File: config.mk
export PLATFORM = sky130hd
export DESIGN_NAME = matmul_seq_ctrl
export DESIGN_NICKNAME = d
export VERILOG_FILES = /design/src/rtl/matmul_pkg.sv /design/src/rtl/matmul_sat_cnt.sv /design/src/rtl/matmul_seq_ctrl.sv
export SDC_FILE = /design/constraint.sdc
export NUM_CORES = 1
export LEC_CHECK = 0
export ABC_AREA = 1
export CORE_MARGIN = 2
export CORE_UTILIZATION = 38
export CTS_CLUSTER_SIZE = 20
export DETAILED_ROUTE_END_ITERATION = 12
export GPL_TIMING_DRIVEN = 0
export PLACE_DENSITY = 0.8
export SYNTH_ARGS = -nofsm -noshare
export SYNTH_HDL_FRONTEND = slang
export SYNTH_SLANG_ARGS = --single-unit
File: constraint.sdc
create_clock -name clk -period 5.11 [get_ports clk]
set_clock_uncertainty 0.1 [all_clocks]
set_input_delay 1.533 -clock clk [delete_from_list [all_inputs] [get_ports clk]]
set_output_delay 1.533 -clock clk [all_outputs]
set_load 0.02 [all_outputs]
File: src/rtl/matmul_pkg.sv
// ---------------------------------------------------------------------------
// matmul_pkg
// Shared definitions for the matmul microcode sequencer:
//   - state_e            : sequencer FSM states (fixed encodings IDLE..EXIT)
//   - OPC_MATMUL/F3_*    : opcode/funct3 of STARTMATMUL2 and ENDMATMUL
//   - UCODE_BASE_DEFAULT : default first fetch address in microcode memory
//   - CNT_W              : width of the RUN-cycle counter
// ---------------------------------------------------------------------------
package matmul_pkg;

  typedef enum logic [1:0] {
    ST_IDLE  = 2'd0,
    ST_ENTER = 2'd1,
    ST_RUN   = 2'd2,
    ST_EXIT  = 2'd3
  } state_e;

  localparam logic [6:0]  OPC_MATMUL         = 7'b1111010;
  localparam logic [2:0]  F3_START           = 3'b000;
  localparam logic [2:0]  F3_END             = 3'b111;
  localparam logic [31:0] UCODE_BASE_DEFAULT = 32'h0000_0000;
  localparam int          CNT_W              = 16;

  // Decode helpers for the stage that produces start_req / end_req.
  function automatic logic is_start_insn(input logic [6:0] opcode, input logic [2:0] funct3);
    return (opcode == OPC_MATMUL) && (funct3 == F3_START);
  endfunction

  function automatic logic is_end_insn(input logic [6:0] opcode, input logic [2:0] funct3);
    return (opcode == OPC_MATMUL) && (funct3 == F3_END);
  endfunction

endpackage

File: src/rtl/matmul_sat_cnt.sv
// ---------------------------------------------------------------------------
// matmul_sat_cnt
// 16-bit saturating up-counter with synchronous clear and count enable.
// Clear has priority over enable; the count sticks at all-ones.
// Ports:
//   clk   in  clock
//   reset in  synchronous active-low reset (count -> 0)
//   clr   in  synchronous clear
//   en    in  count enable
//   count out current count
// ---------------------------------------------------------------------------
module matmul_sat_cnt
  import matmul_pkg::*;
(
  input  logic             clk,
  input  logic             reset,
  input  logic             clr,
  input  logic             en,
  output logic [CNT_W-1:0] count
);

  logic [CNT_W-1:0] count_q, count_d;

  always_comb begin
    // NOTE: every always_comb output gets a default first so no path leaves it unassigned (no latch).
    count_d = count_q;
    if (clr) begin
      count_d = '0;
    end else if (en && (count_q != '1)) begin
      count_d = count_q + 1'b1;
    end
  end

  always_ff @(posedge clk) begin
    // NOTE: state registers use non-blocking assignment so all flops update from pre-edge values.
    if (!reset) begin
      count_q <= '0;
    end else begin
      count_q <= count_d;
    end
  end

  assign count = count_q;

endmodule

File: src/rtl/matmul_seq_ctrl.sv
// ---------------------------------------------------------------------------
// matmul_seq_ctrl
// Sequencer that diverts instruction fetch into microcode memory on
// STARTMATMUL2 and returns to the saved PC on ENDMATMUL.
//   IDLE  -> ENTER : accepted start; return PC (pc_d+4) captured, save_pc pulses
//   ENTER -> RUN   : fetch forced to UCODE_BASE, F/D flushed, microcode selected
//   RUN   -> EXIT  : accepted end (or watchdog timeout)
//   EXIT  -> IDLE  : fetch forced to the saved PC, F/D flushed
// Optional feature: define MATMUL_WDOG_EN to bound RUN to WDOG_LIMIT cycles.
// Ports:
//   clk, reset (sync, active-low)
//   start_req, end_req, stall_d, pc_d        : decode-stage inputs
//   im_sel, save_pc, pc_override,
//   pc_override_val, flush_fd                : fetch control (combinational)
//   pc_backup, state, ucode_cycles,
//   proto_err, wdog_to                       : registered status
// ---------------------------------------------------------------------------
module matmul_seq_ctrl
  import matmul_pkg::*;
#(
  parameter int              XLEN       = 32,
  parameter logic [XLEN-1:0] UCODE_BASE = XLEN'(UCODE_BASE_DEFAULT),
  parameter int              WDOG_LIMIT = 256
) (
  input  logic             clk,
  input  logic             reset,
  input  logic             start_req,
  input  logic             end_req,
  input  logic             stall_d,
  input  logic [XLEN-1:0]  pc_d,
  output logic             im_sel,
  output logic             save_pc,
  output logic             pc_override,
  output logic [XLEN-1:0]  pc_override_val,
  output logic             flush_fd,
  output logic [XLEN-1:0]  pc_backup,
  output logic [1:0]       state,
  output logic [CNT_W-1:0] ucode_cycles,
  output logic             proto_err,
  output logic             wdog_to
);

  if ((WDOG_LIMIT < 1) || (WDOG_LIMIT > 65536)) begin : g_bad_wdog_limit
    $error("WDOG_LIMIT must lie in 1..65536");
  end

  state_e          state_q, state_d;
  logic [XLEN-1:0] pc_backup_q, pc_backup_d;
  logic            proto_err_q, proto_err_d;
  logic            start_acc, end_acc;
  logic            cnt_clr, cnt_en;
  logic            wdog_hit;
  logic [CNT_W-1:0] cnt;

  // A request only counts when decode is not stalled.
  assign start_acc = start_req & ~stall_d;
  assign end_acc   = end_req & ~stall_d;

  always_comb begin
    state_d         = state_q;
    pc_backup_d     = pc_backup_q;
    proto_err_d     = proto_err_q;
    cnt_clr         = 1'b0;
    cnt_en          = 1'b0;
    im_sel          = 1'b0;
    save_pc         = 1'b0;
    pc_override     = 1'b0;
    pc_override_val = '0;
    flush_fd        = 1'b0;

    unique case (state_q)
      ST_IDLE: begin
        // Start wins over a simultaneous end; a stray end is still an error.
        if (start_acc) begin
          save_pc     = 1'b1;
          pc_backup_d = pc_d + XLEN'(4);
          cnt_clr     = 1'b1;
          state_d     = ST_ENTER;
        end
        if (end_acc) proto_err_d = 1'b1;
      end
      ST_ENTER: begin
        im_sel          = 1'b1;
        pc_override     = 1'b1;
        pc_override_val = UCODE_BASE;
        flush_fd        = 1'b1;
        state_d         = ST_RUN;
      end
      ST_RUN: begin
        im_sel = 1'b1;
        cnt_en = 1'b1;
        if (start_acc) proto_err_d = 1'b1;
        if (end_acc || wdog_hit) state_d = ST_EXIT;
      end
      ST_EXIT: begin
        // Requests seen here belong to the instruction being flushed.
        pc_override     = 1'b1;
        pc_override_val = pc_backup_q;
        flush_fd        = 1'b1;
        state_d         = ST_IDLE;
      end
      default: state_d = ST_IDLE;
    endcase

    // Fetch controls are quiet while reset is held, whatever the state.
    if (!reset) begin
      im_sel          = 1'b0;
      save_pc         = 1'b0;
      pc_override     = 1'b0;
      pc_override_val = '0;
      flush_fd        = 1'b0;
    end
  end

  always_ff @(posedge clk) begin
    if (!reset) begin
      state_q     <= ST_IDLE;
      pc_backup_q <= '0;
      proto_err_q <= 1'b0;
    end else begin
      state_q     <= state_d;
      pc_backup_q <= pc_backup_d;
      proto_err_q <= proto_err_d;
    end
  end

  matmul_sat_cnt u_cycle_cnt (
    .clk   (clk),
    .reset (reset),
    .clr   (cnt_clr),
    .en    (cnt_en),
    .count (cnt)
  );

`ifdef MATMUL_WDOG_EN
  localparam logic [CNT_W-1:0] WDOG_LAST = CNT_W'(WDOG_LIMIT - 1);
  logic wdog_to_q, wdog_to_d;

  // The count seen here is the value before this RUN cycle is added.
  assign wdog_hit = (state_q == ST_RUN) && (cnt == WDOG_LAST);

  always_comb begin
    wdog_to_d = wdog_to_q | wdog_hit;
  end

  always_ff @(posedge clk) begin
    if (!reset) wdog_to_q <= 1'b0;
    else        wdog_to_q <= wdog_to_d;
  end

  assign wdog_to = wdog_to_q;
`else
  assign wdog_hit = 1'b0;
  assign wdog_to  = 1'b0;
`endif

  assign pc_backup    = pc_backup_q;
  assign state        = state_q;
  assign ucode_cycles = cnt;
  assign proto_err    = proto_err_q;

endmodule

==> impl_metrics.yaml <==
logic_synthesis:
  synth_nets: 584
  synth_top_area_share_pct: 31.2
  syn_area_mm2: 0.00327
  netlist_top_cells_count: "nand2_1 (184), nor2_1 (82), inv_1 (58), dfxtp_1 (51), nand3_1 (28)"
  ys_ff_latch: 51
  syn-instance-count: 540
  ys_warn_count: 0
  seq_area_frac_synth_pct: 31.2
  netlist_top_cells_area: "dfxtp_1 (31%), nand2_1 (21%), nor2_1 (9.4%), inv_1 (6.6%), nand3_1 (4.3%)"
  synth_top_area_cell: "dfxtp_1"
  postSynthAreaPerCell_um2: 6.06
  yosys_most_used_dff: "dfxtp_1"
  synth.distinct_cells: 30
  yosysMostFrequentCell: "nand2_1"
  synth_enable_flop_cells: 0
  async_flop_share_pct: 0
global_routing:
  grt_pass1_wl_mm: 17.1
  grtUsageTotal_pct: 21.7
  grt_max_degree: 17
  antenna_found_initial: 0
  overflow: 0
  grt_pass1_vias: 3740
routing:
  routedWlPerCell_um: 13.1
  vias: 3834
  route.detailed.drc: 0
  drt-total-wl_mm: 10.2
  drt_iter0_markers: 139
  drt-pass1-iter-count: 4
  vias_per_cell: 4.94
  postRouteAntennaNets: 0
clocking:
  clkSinkCount: 51
  numCtsBuffers: 5
  cts_buffer_depth: 2
  htreeDepth: 2
  clkLatencyLatePin_ps: 300
  clkTransAtPathRegs_ps: 100
  postCtsHoldBufs: 0
  cts_root_buf: "clkbuf_8"
  cts_tree: "yes"
power:
  finalPower_mw: 1.23
  switchingPower_mw: 0.449
  intPower_mw: 0.778
  netSwitchingFraction_pct: 36.6
  p_per_area_mw_per_mm2: 258
  cellLeakagePower_nw: 1.84
  p_clk_share_pct: 23.3
  ir_drop_uv: 156
  share_comb_of_total_power_pct: 38.2
  seqPwrFrac_pct: 38.5
place:
  port_buffers: 123
  gp_congestion: 0.940
  hpwlAfterDp_mm: 8.44
  place_inst: 768
setup_path:
  reg2reg_depth: 8
  crit_chain: "clkdlybuf4s50_1 -> inv_4 -> clkbuf_4 -> nor2_1 -> buf_4 -> clkdlybuf4s50_1"
  cp.arrival_ps: 3340
  slowest_delay_ps: 590
  start_kind: "input port"
  path_common_cell: "clkdlybuf4s50_1"
  cp_slowest_cell: "clkdlybuf4s50_1"
  worstPathRequired_ps: 3480
  path_buf_inv: 5
  path_depth: 6
  endpoint_kind: "primary output"
  critPathMaxFanout: 10
  path_class: "input port to primary output"
  critical_path.top_delay_family: "buffers and inverters"
finish:
  drive_above_1_share_pct: 5.07
  n_antenna_cell: 0
  final_nets: 714
  fin_util_pct: 57.3
  finalNonFillerCells: 776
  syn_to_final_growth_pct: 45.3
sta:
  drv_slew: 0
  finalCriticalPeriod_ps: 4970
  whs_ps: 361
  rsz0062_at_grt: "false"
  final_hold_viol_count: 0
  fmax_mhz: 201
  tns_ps: 0
  min_period_over_period_pct: 97.2
  finalSetupViolations: 0
worst_hold_path:
  hold_path_depth: 2
  hold_class: "register to register"
flow_run:
  maxCapViolCount: 0
floorplan:
  fp.dieArea_mm2: 0.00938
  die_w_um: 96.8
  io_pins: 125
  die_height_um: 96.8
  core_mm2: 0.00830
  core.rowCount: 33
  initial_core_util_pct: 39.5
outcome:
  status: "finished clean"
[through the flow]
step | area [um2] | setup slack [ps]
floorplan | 3270 | 1030
global placement | 4640 | -242
detailed placement | 4640 | -236
CTS | 4750 | 24.0
global route | 4760 | 27.6
finish | 4760 | 141
[power groups by stage]
stage	registers (mW)	logic, mW	clock network [mW]
2_1_floorplan	0.525	0.216	0
3_3_place_gp	0.479	0.459	0
3_5_place_dp	0.480	0.468	0
4_1_cts	0.471	0.471	0.295
5_1_grt	0.477	0.510	0.306
6_report	0.472	0.469	0.286
[worst min-delay path: stages (launching register included)]
cell	delay [ps]
dfxtp_1	320
inv_1	50
a21oi_1	50
[registers in the layout (all words and copies together) (netlist names)]
register and flops:
pc_backup 32, state 2, proto_err 1, u_cycle_cnt.count 16
[routing by layer]
layer / GRT usage, % / vias up / routed length (um)
li1: - / 1934 / -
met5: 0 / - / 0
met3: 3.97 / 24 / 674
met1: 26.2 / 1733 / 4370
met4: 7.48 / 0 / 272
met2: 38.4 / 143 / 4870
[final timing paths]
check	endpoint	from	slack [ps]
max	pc_override	reset	140
min	proto_err	proto_err	360
max reg2reg	pc_backup[8]	state[1]	3240
min reg2reg	proto_err	proto_err	360
[placed cells by master, fill, tap and decap left out, types with 2 or more instances in the layout]
cell type and instances:
buf_2 3, clkbuf_1 8, dfxtp_1 51, nor2_4 5, o21ai_1 5, nor2_1 82, ha_1 7, o21ai_0 15
and2_1 2, xor2_1 11, nand3b_1 4, nand3_1 28, inv_2 2, buf_4 2, clkdlybuf4s50_1 122, nor2_2 5
a21oi_1 13, nor3_1 22, o22ai_1 9, nand2_1 184, xnor2_1 9, nand4_1 3, nand2_2 4, clkbuf_8 5
inv_1 58
[final cells by class]
type / instances / area, um2
tap: 105 / 131
fill: 785 / 3540
sequential: 51 / 1020
buffer: 16 / 82.6
clock buffer: 5 / 68.8
inverter: 61 / 231
multi-input combinational: 412 / 1950
timing repair buffer: 123 / 1230
clock inverter: 3 / 43.8
[logic make-up after synthesis]
| family | count (synthesis) | synth area share [%] |
|---|---|---|
| xor+xnor | 20 | 5.35 |
| buf+inv | 77 | 9.40 |
| fa+ha+maj | 7 | 2.67 |
| flops | 51 | 31.2 |
| other cells | 1 | 0.115 |
| compound gates | 44 | 7.49 |
| simple gates | 340 | 43.8 |
[timing repair]
item	4_1_cts	5_1_grt
endpoints found under the setup margin	30	6
buffers inserted	0	0
resized for setup	3	2
Note: power is estimated with default switching activity, not from simulation.
